### config.mk
export PLATFORM = sky130hd
export DESIGN_NAME = mem_bridge
export DESIGN_NICKNAME = d
export VERILOG_FILES = /design/src/rtl/mem_bridge_pkg.sv /design/src/rtl/mem_bridge_lane_fmt.sv /design/src/rtl/mem_bridge.sv
export SDC_FILE = /design/constraint.sdc
export NUM_CORES = 1
export LEC_CHECK = 0
export CAP_MARGIN = 15
export CORE_UTILIZATION = 25
export CTS_CLUSTER_SIZE = 10
export DETAILED_ROUTE_END_ITERATION = 10
export GPL_ROUTABILITY_DRIVEN = 0
export HOLD_SLACK_MARGIN = 0.12
export PLACE_DENSITY = 0.48
export SLEW_MARGIN = 40
export SYNTH_ARGS = -nofsm -noshare
export SYNTH_HDL_FRONTEND = slang
export SYNTH_SLANG_ARGS = --single-unit
### constraint.sdc
create_clock -name clk -period 8.69 [get_ports clk]
set_input_delay 0.869 -clock clk [delete_from_list [all_inputs] [get_ports clk]]
set_output_delay 0.869 -clock clk [all_outputs]
set_load 0.05 [all_outputs]
### src/rtl/mem_bridge_pkg.sv
// Shared definitions for the CPU-to-RAM memory bridge: size codes, FSM states,
// read-latency bound and request validity check.
// Optional feature macro: MEM_BRIDGE_WSTRB_EN (byte-strobe stores, no RMW).
package mem_bridge_pkg;

    localparam int RD_LAT_MAX = 4;

    typedef enum logic [1:0] {
        SZ_WORD = 2'b00,
        SZ_HALF = 2'b01,
        SZ_BYTE = 2'b10,
        SZ_RSVD = 2'b11
    } size_e;

    typedef enum logic [2:0] {
        IDLE,
        RD_ISSUE,
        RD_WAIT,
        WR,
        DONE,
        ERR
    } state_e;

    // A request is rejected when it is misaligned, uses the reserved size,
    // or asks for read and write at the same time.
    function automatic logic req_bad(input logic rd, input logic wr,
                                     input logic [1:0] size, input logic [1:0] lane);
        return (rd && wr) || (size == SZ_RSVD) ||
               (size == SZ_HALF && lane[0]) ||
               (size == SZ_WORD && lane != 2'b00);
    endfunction

endpackage

### src/rtl/mem_bridge_lane_fmt.sv
// Lane formatter: load extract/extend and store merge/replicate. Purely
// combinational, no state.
// Optional feature macro: MEM_BRIDGE_WSTRB_EN (direct sub-word stores use
// replicated data and lane strobes instead of a merged word).
module mem_lane_fmt
    import mem_bridge_pkg::*;
(
    input  logic [31:0] rdata,
    input  logic [31:0] wdata,
    input  size_e       size,
    input  logic        sign,
    input  logic [1:0]  lane,
    input  logic        merge,
    output logic [31:0] load_data,
    output logic [31:0] store_data,
    output logic [3:0]  store_be
);

    logic [7:0]  byte_sel;
    logic [15:0] half_sel;

    assign byte_sel = rdata[{lane, 3'b000} +: 8];
    assign half_sel = lane[1] ? rdata[31:16] : rdata[15:0];

    // Load formatting plus either the RMW merged word or the direct store word
    always_comb begin
        load_data  = rdata;
        store_data = wdata;
        store_be   = 4'hF;
        case (size)
            SZ_BYTE: load_data = {{24{sign & byte_sel[7]}}, byte_sel};
            SZ_HALF: load_data = {{16{sign & half_sel[15]}}, half_sel};
            default: ;
        endcase
        if (merge) begin
            store_data = rdata;
            case (size)
                SZ_BYTE: store_data[{lane, 3'b000} +: 8] = wdata[7:0];
                SZ_HALF: begin
                    if (lane[1]) store_data[31:16] = wdata[15:0];
                    else         store_data[15:0]  = wdata[15:0];
                end
                default: store_data = wdata;
            endcase
        end else begin
`ifdef MEM_BRIDGE_WSTRB_EN
            case (size)
                SZ_BYTE: begin
                    store_data = {4{wdata[7:0]}};
                    store_be   = 4'b0001 << lane;
                end
                SZ_HALF: begin
                    store_data = {2{wdata[15:0]}};
                    store_be   = lane[1] ? 4'b1100 : 4'b0011;
                end
                default: ;
            endcase
`endif
        end
    end

endmodule

### src/rtl/mem_bridge.sv
// Memory bridge between the multicycle CPU memory port and a word-wide
// synchronous RAM: sub-word loads/stores, alignment checks, RD_LAT read latency.
// Optional feature macro: MEM_BRIDGE_WSTRB_EN (sub-word stores use byte
// strobes and skip the read-modify-write).
module mem_bridge
    import mem_bridge_pkg::*;
#(
    parameter int ADDR_W = 11,
    parameter int RD_LAT = 1
) (
    input  logic              clk,
    input  logic              rst,
    input  logic              Gmem_R,
    input  logic              Gmem_W,
    input  logic [31:0]       GmemAddr,
    input  logic [31:0]       dataOut,
    input  logic              MEM_S,
    input  logic [1:0]        MEM_C,
    output logic [31:0]       dataIn,
    output logic              mem_ready,
    output logic              addr_err,
    output logic              ram_en,
    output logic              ram_we,
    output logic [3:0]        ram_be,
    output logic [ADDR_W-1:0] ram_addr,
    output logic [31:0]       ram_wdata,
    input  logic [31:0]       ram_rdata
);

    // Last RD_WAIT count; RD_LAT is bounded by RD_LAT_MAX so it fits 2 bits.
    localparam logic [1:0] LAST = 2'(RD_LAT - 1);

    state_e            state;
    logic [1:0]        cnt;
    logic [ADDR_W-1:0] addr_q;
    logic [1:0]        lane_q;
    size_e             size_q;
    logic              sign_q;
    logic              wr_q;
    logic [31:0]       wdata_q;

    logic              in_idle;
    logic              bad;
    logic              direct_wr;
    logic [31:0]       load_data;
    logic [31:0]       store_data;
    logic [3:0]        store_be;
    logic              unused_addr;

    assign in_idle     = (state == IDLE);
    assign bad         = req_bad(Gmem_R, Gmem_W, MEM_C, GmemAddr[1:0]);
    assign ram_addr    = addr_q;
    assign unused_addr = ^GmemAddr[31:ADDR_W+2];

`ifdef MEM_BRIDGE_WSTRB_EN
    assign direct_wr = 1'b1;
`else
    assign direct_wr = (MEM_C == SZ_WORD);
`endif

    // In IDLE the formatter sees the live request (direct store path); in
    // every other state it works on latched fields and the RAM read word.
    mem_lane_fmt u_fmt (
        .rdata      (ram_rdata),
        .wdata      (in_idle ? dataOut : wdata_q),
        .size       (in_idle ? size_e'(MEM_C) : size_q),
        .sign       (sign_q),
        .lane       (in_idle ? GmemAddr[1:0] : lane_q),
        .merge      (!in_idle),
        .load_data  (load_data),
        .store_data (store_data),
        .store_be   (store_be)
    );

    // Request FSM with registered RAM controls and CPU response
    always_ff @(posedge clk) begin
        if (rst) begin
            state     <= IDLE;
            cnt       <= '0;
            addr_q    <= '0;
            lane_q    <= '0;
            size_q    <= SZ_WORD;
            sign_q    <= 1'b0;
            wr_q      <= 1'b0;
            wdata_q   <= '0;
            dataIn    <= '0;
            mem_ready <= 1'b0;
            addr_err  <= 1'b0;
            ram_en    <= 1'b0;
            ram_we    <= 1'b0;
            ram_be    <= 4'hF;
            ram_wdata <= '0;
        end else begin
            mem_ready <= 1'b0;
            addr_err  <= 1'b0;
            ram_en    <= 1'b0;
            ram_we    <= 1'b0;
            case (state)
                IDLE: begin
                    if (Gmem_R || Gmem_W) begin
                        addr_q  <= GmemAddr[ADDR_W+1:2];
                        lane_q  <= GmemAddr[1:0];
                        size_q  <= size_e'(MEM_C);
                        sign_q  <= MEM_S;
                        wr_q    <= Gmem_W;
                        wdata_q <= dataOut;
                        if (bad) begin
                            state     <= ERR;
                            mem_ready <= 1'b1;
                            addr_err  <= 1'b1;
                            dataIn    <= '0;
                        end else if (Gmem_W && direct_wr) begin
                            state     <= WR;
                            ram_we    <= 1'b1;
                            ram_wdata <= store_data;
                            ram_be    <= store_be;
                        end else begin
                            state  <= RD_ISSUE;
                            ram_en <= 1'b1;
                        end
                    end
                end
                RD_ISSUE: begin
                    state <= RD_WAIT;
                    cnt   <= '0;
                end
                RD_WAIT: begin
                    if (cnt == LAST) begin
                        if (wr_q) begin
                            state     <= WR;
                            ram_we    <= 1'b1;
                            ram_wdata <= store_data;
                            ram_be    <= store_be;
                        end else begin
                            state     <= DONE;
                            mem_ready <= 1'b1;
                            dataIn    <= load_data;
                        end
                    end else begin
                        cnt <= cnt + 2'd1;
                    end
                end
                WR: begin
                    state     <= DONE;
                    mem_ready <= 1'b1;
                    ram_be    <= 4'hF;
                end
                DONE, ERR: state <= IDLE;
                default:   state <= IDLE;
            endcase
        end
    end

endmodule

=== After elaboration in Yosys (flattened, before gate mapping) ===
Cells that the tools add are included.

* Reduce and logical (&&, ||, !) cells: 23
* $add $sub $neg: 2
* Mux-type cells: 47
* Shift operators: 3
* Equality and inequality tests: 15
* Bitwise operators: 4

{| class="wikitable"
|+ Operators by type and width
! operator !! count
|-
| 32-bit two-way mux || 11
|-
| 32-bit one-hot mux with 2 select lines || 4
|-
| 16-bit two-way mux || 3
|-
| 32-bit bitwise mux || 1
|-
| 8-bit by 7-bit variable shift with 32-bit output (first input constant) || 1
|-
| 32-bit by 6-bit variable part select with 8-bit output || 1
|-
| 8-bit by 7-bit variable part select with 32-bit output || 1
|-
| 4-bit two-way mux || 5
|-
| 3-bit two-way mux || 4
|-
| 3-bit one-hot mux with 4 select lines || 1
|-
| 4-bit one-hot mux with 3 select lines || 1
|-
| 6-bit AND reduction || 2
|-
| 1-bit two-way mux || 10
|-
| 2-bit != test (second input constant) || 5
|-
| 2-bit two-way mux || 4
|-
| 5-bit negation with 7-bit output || 1
|-
| 3-bit by 2-bit equality test with 1-bit output (second input constant) || 2
|-
| 2-bit by 1-bit != test with 1-bit output (second input constant) || 3
|-
| 2-bit AND reduction || 3
|-
| 2-bit nonzero test || 3
|-
| 5-bit AND reduction || 1
|-
| 2-bit by 1-bit equality test with 1-bit output (second input constant) || 2
|-
| 2-bit equality test (second input constant) || 2
|-
| 1-bit logical AND || 4
|-
| other kinds (13) || 19
|}

* Input port bits: 103
* Bits in registers: 126
* Output and inout port bits: 83
* Logic and storage cells: 109

=== Logic depth before layout (Yosys ltp) ===
* Word-level depth: 11
* Depth in mapped cells: 15
* Gate-level depth less buffers: 10

=== Modules after synthesis ===
A second synthesis with hierarchy kept.

* Cells, all modules: 859
* Area, all modules: 7185.6 µm²

{| class="wikitable"
|+ By module, submodules not included
! module !! times used !! seq. area each (µm²) !! cells an instance !! area an instance (µm²)
|-
| mem_bridge || 1 || 2522.4 || 619 || 5494.0
|-
| mem_lane_fmt || 1 || 0.0 || 240 || 1691.6
|}

=== Worst setup path after synthesis ===
Ideal clock, no wire load.

* Kind: reg2reg
* Start point: register state[1]
* End point: register ram_wdata[23]
* Data required time: 8.589 ns
* Stages on the path, launching flop included: 12
* Setup time: 0.101 ns
* Arrival time: 3.220 ns
* Clock period less this slack: 3.321 ns
* Setup slack: 5.369 ns
* Path buffers: 3
* Cell sequence: dfxtp_1 -> buf_2 -> nor3_1 -> clkbuf_1 -> buf_1 -> mux2i_1 -> ha_1 -> or3b_2 -> nor4_1 -> nand2b_1 -> and3_1 -> o41ai_1

* Word-level cells in the longest chain between the ends: 11
* Elaborated cells on any way between the ends: 27
* Those cells by class: add/sub (1); eq/ne (8); shift (2); mux (13); reduce/logical (3)

{| class="wikitable"
|+ Ends and longest elaborated chain
! what !! RTL line !! text
|-
| start: declaration || mem_bridge.sv:33 || <nowiki>state_e state;</nowiki>
|-
| start signal: assignment || mem_bridge.sv:78 || <nowiki>state <= IDLE;</nowiki>
|-
| start signal: assignment || mem_bridge.sv:108 || <nowiki>state <= ERR;</nowiki>
|-
| start signal: assignment || mem_bridge.sv:113 || <nowiki>state <= WR;</nowiki>
|-
| 3-bit logical NOT || mem_bridge.sv:50, mem_bridge.sv:98 ||
|-
| 2-bit two-way mux || mem_bridge.sv:68 || <nowiki>.lane (in_idle ? GmemAddr[1:0] : lane_q),</nowiki>
|-
| 5-bit negation with 7-bit output || mem_bridge_lane_fmt.sv:38 || <nowiki>SZ_BYTE: store_data[{lane, 3'b000} +: 8] = wdata[7:0];</nowiki>
|-
| 8-bit by 7-bit variable part select with 32-bit output or 8-bit by 7-bit variable shift with 32-bit output (tied branches) || mem_bridge_lane_fmt.sv:38 ||
|-
| 32-bit bitwise mux || mem_bridge_lane_fmt.sv:38 ||
|-
| 32-bit one-hot mux with 2 select lines || mem_bridge_lane_fmt.sv:37 || <nowiki>case (size)</nowiki>
|-
| 32-bit two-way mux || mem_bridge_lane_fmt.sv:35 || <nowiki>if (merge) begin</nowiki>
|-
| 32-bit two-way mux || mem_bridge.sv:112 || <nowiki>end else if (Gmem_W && direct_wr) begin</nowiki>
|-
| 32-bit two-way mux || mem_bridge.sv:107 || <nowiki>if (bad) begin</nowiki>
|-
| 32-bit two-way mux || mem_bridge.sv:100 || <nowiki>if (Gmem_R || Gmem_W) begin</nowiki>
|-
| 32-bit one-hot mux with 2 select lines || mem_bridge.sv:98 || <nowiki>case (state)</nowiki>
|-
| end signal: assignment || mem_bridge.sv:115 || <nowiki>ram_wdata <= store_data;</nowiki>
|-
| end signal: assignment || mem_bridge.sv:132 || <nowiki>ram_wdata <= store_data;</nowiki>
|-
| end: declaration || mem_bridge.sv:26 || <nowiki>output logic [31:0] ram_wdata,</nowiki>
|}

Parallel ways exist; a longest one is shown, timed or not. The select of a mux whose other input is x is not followed.
A chain may end at the register's enable or synchronous reset.

=== Worst setup path after layout ===
* Start point: register state[0]
* End point: register ram_wdata[15]

The elaborated chain is that of the path after synthesis.

==> impl_metrics.yaml <==
run_status:
  status: "finished clean"
sta:
  setup_ws_ns: 4.58
  rsz0062_at_grt: "false"
  max_freq_ghz: 0.243
  post-route-period-util_pct: 47.3
  setup-tns-final_ns: 0
  fin_skew_ns: 0.0149
  slew_viol_final: 0
  final-setup-viol-count: 0
  relSlewSlack_pct: 44.0
  period_needed_ns: 4.11
  finalHoldViolCount: 0
  worst_pin_slew_ns: 0.837
layout:
  fillCellCount: 2598
  n_antenna_cell: 0
  multi_input_area_sq_um: 3360
  seq_area_sq_um: 2440
  drive_gt1_share_pct: 7.56
  nets: 983
  area_growth_syn_to_layout_pct: 40.0
clock_tree:
  post-cts-setup-buffers: 0
  clkTransAtPathRegs_ns: 0.06
  insertion_delay_ns: 0.43
  clock-sinks: 122
  h-tree-depth: 4
  ctsHoldBuffers: 0
  clk_path_buf_depth: 2
  cts_tree: "yes"
  root_buffer: "clkbuf_16"
  cts_made_buffers: 17
  ctsResizeCount: 0
floorplan:
  start_util_pct: 25.4
  ios: 186
  row_count: 57
  fp.dieW_microns: 159
  dieArea_sq_um: 25200
  die_h_microns: 159
  core_area_sq_um: 24200
setup_path:
  arrival_ns: 4.45
  cp_common_cell: "buf_4"
  cpPeakStageDelay_ns: 0.66
  crit_fanout: 35
  critPathRequiredTime_ns: 9.02
  crit_chain: "nor3_2 > buf_4 > mux2i_1 > ha_1 > buf_4 > inv_2 > nand2_1 > nor2_1 > a222oi_1 > a311oi_1"
  crit_type: "reg -> reg"
  cp_slowest_cell: "nor2_1"
  startpoint_type: "register"
  endpoint_kind: "register"
pwr:
  power.leakage_nw: 3.12
  irDropWorstVdd_mv: 0.109
  power_density_nw_per_um2: 226
synthesis:
  yosysMostFrequentCell: "nand2_1"
  postSynthAreaPerCell_sq_um: 8.26
  synthTopCellsByCount: "130 x nand2_1, 122 x dfxtp_1, 91 x a21oi_1, 40 x clkbuf_1"
  synth_seq_area_share_pct: 39.7
  ys_ff_latch: 122
  synth_cells: 745
  synth_edf_count: 0
  synth_area_leaders: "dfxtp_1 40%, nand2_1 7.9%, a21oi_1 7.4%"
  synth_top_cell_area_share_pct: 39.7
  synth_area_sq_um: 6150
  yosysWarnings: 0
  ys.flop_type: "dfxtp_1"
  ys_async_sr_fraction_pct: 0
  synth_cell_types: 75
  synth_top_cell_by_area: "dfxtp_1"
global_route:
  first_global_vias: 6022
  antenna_found_initial: 0
  grt_usage_pct: 19.2
  grt_pass1_wl_microns: 36900
  grt_overflow: 0
  grt_max_degree: 54
routing:
  wl_per_cell_microns: 20.0
  ant_nets: 0
  wirelength_microns: 24200
  viasPerCell: 5.14
  first_pass_iters: 5
  drt_iter0_drc: 491
  drc: 0
  vias: 6225
flow_run:
  cap_violations: 0
place:
  port_buffers: 162
  dp_hpwl_microns: 17200
  dp_slack_ns: 4.38
min_path:
  hold_class: "reg -> reg"
where the power goes:
part	total (mW)	internal, mW	leakage (nW)	switching [mW]
Combinational	0.575	0.201	1.84	0.374
Clock	0.737	0.462	0.287	0.275
Sequential	0.635	0.598	0.993	0.0366
per-stage QoR:
stage / hold WS, ns / utilization (%) / std cells / total power [mW] / area [sq um]
detailed placement: 0.442 / 33.0 / 1179 / 1.22 / 8010
global placement: 0.438 / 33.0 / 1178 / 1.22 / 7990
global route: 0.466 / 35.5 / 1210 / 2.04 / 8610
CTS: 0.451 / 35.5 / 1210 / 1.97 / 8610
floorplan: 0.432 / - / 748 / 1.01 / 6160
finish: 0.449 / 35.5 / 1210 / 1.95 / 8610
worst max-delay path: cells and delay by family (launching register included):
kind                       cells  cell delay, ns
and+or+nand+nor                3            1.38
buffers and inverters          3            1.02
DFF                            1            0.53
AOI/OAI and AO/OA              2            0.49
muxes                          1            0.30
adders and majority gates      1            0.27
layer usage:
metal	global-route usage, %	wire length [microns]	vias to the layer above
met3	3.76	1390	41
met2	30.6	11300	222
met4	7.65	673	0
li1	-	-	3010
met5	0	0	-
met1	25.3	10800	2952
logic make-up (layout without fill, tap and decap cells):
| logic type | count (synthesis) | in the layout | synth area share [%] |
|---|---|---|---|
| compound gates | 256 | 256 | 29.5 |
| buf+inv | 89 | 227 | 6.29 |
| fa+ha+maj | 6 | 6 | 1.22 |
| simple gates | 256 | 256 | 20.3 |
| other cells | 1 | 4 | 0.0610 |
| mux | 15 | 15 | 2.87 |
| flops | 122 | 122 | 39.7 |
final timing paths:
path,slack (ns),to,cells after the start,start
worst max-delay path,4.58,ram_wdata[15],10,state[0]
worst max register to register,4.58,ram_wdata[15],10,state[0]
worst min-delay path,0.45,wdata_q[23],2,wdata_q[23]
worst min register to register,0.45,wdata_q[23],2,wdata_q[23]
layout make-up:
cell class	instances	share of cell area, %
multi-input cells	537	39.0
flip-flops and latches	122	28.4
repair buffers	176	20.0
clock buffers	19	5.26
well taps	324	4.71
clock inverters	12	1.73
inverters	20	0.872
registers in the layout, indices dropped and copies added, names as in the netlist, 2 cells and up:
| signal | cells |
|---|---|
| cnt | 2 |
| lane_q | 2 |
| size_q | 2 |
| wdata_q | 32 |
| ram_wdata | 32 |
| state | 3 |
| dataIn | 32 |
| ram_addr | 11 |
layout by cell type, fill, tap and decap left out, types with 4 or more instances in the layout:
master           count
buf_4               13
nand3_1             17
or3_1               17
clkinvlp_4           4
clkinv_2             4
o21ai_0             19
and3_1              10
o211ai_1            10
mux2i_1             12
a21oi_1             91
dfxtp_1            122
nor2_1              30
conb_1               4
o221ai_1            13
o21ai_1              9
inv_1               18
nand2b_1             6
nand2_1            130
a22o_1               9
ha_1                 6
clkdlybuf4s50_1    161
clkbuf_16           17
o31ai_1              7
a21o_1               4
nand3b_1             7
a221o_1             31
a2111oi_1            6
a22oi_1              4
a222oi_1             8
and2_1              12
a211oi_1            14
No activity file was read; power rests on OpenSTA's default activity.
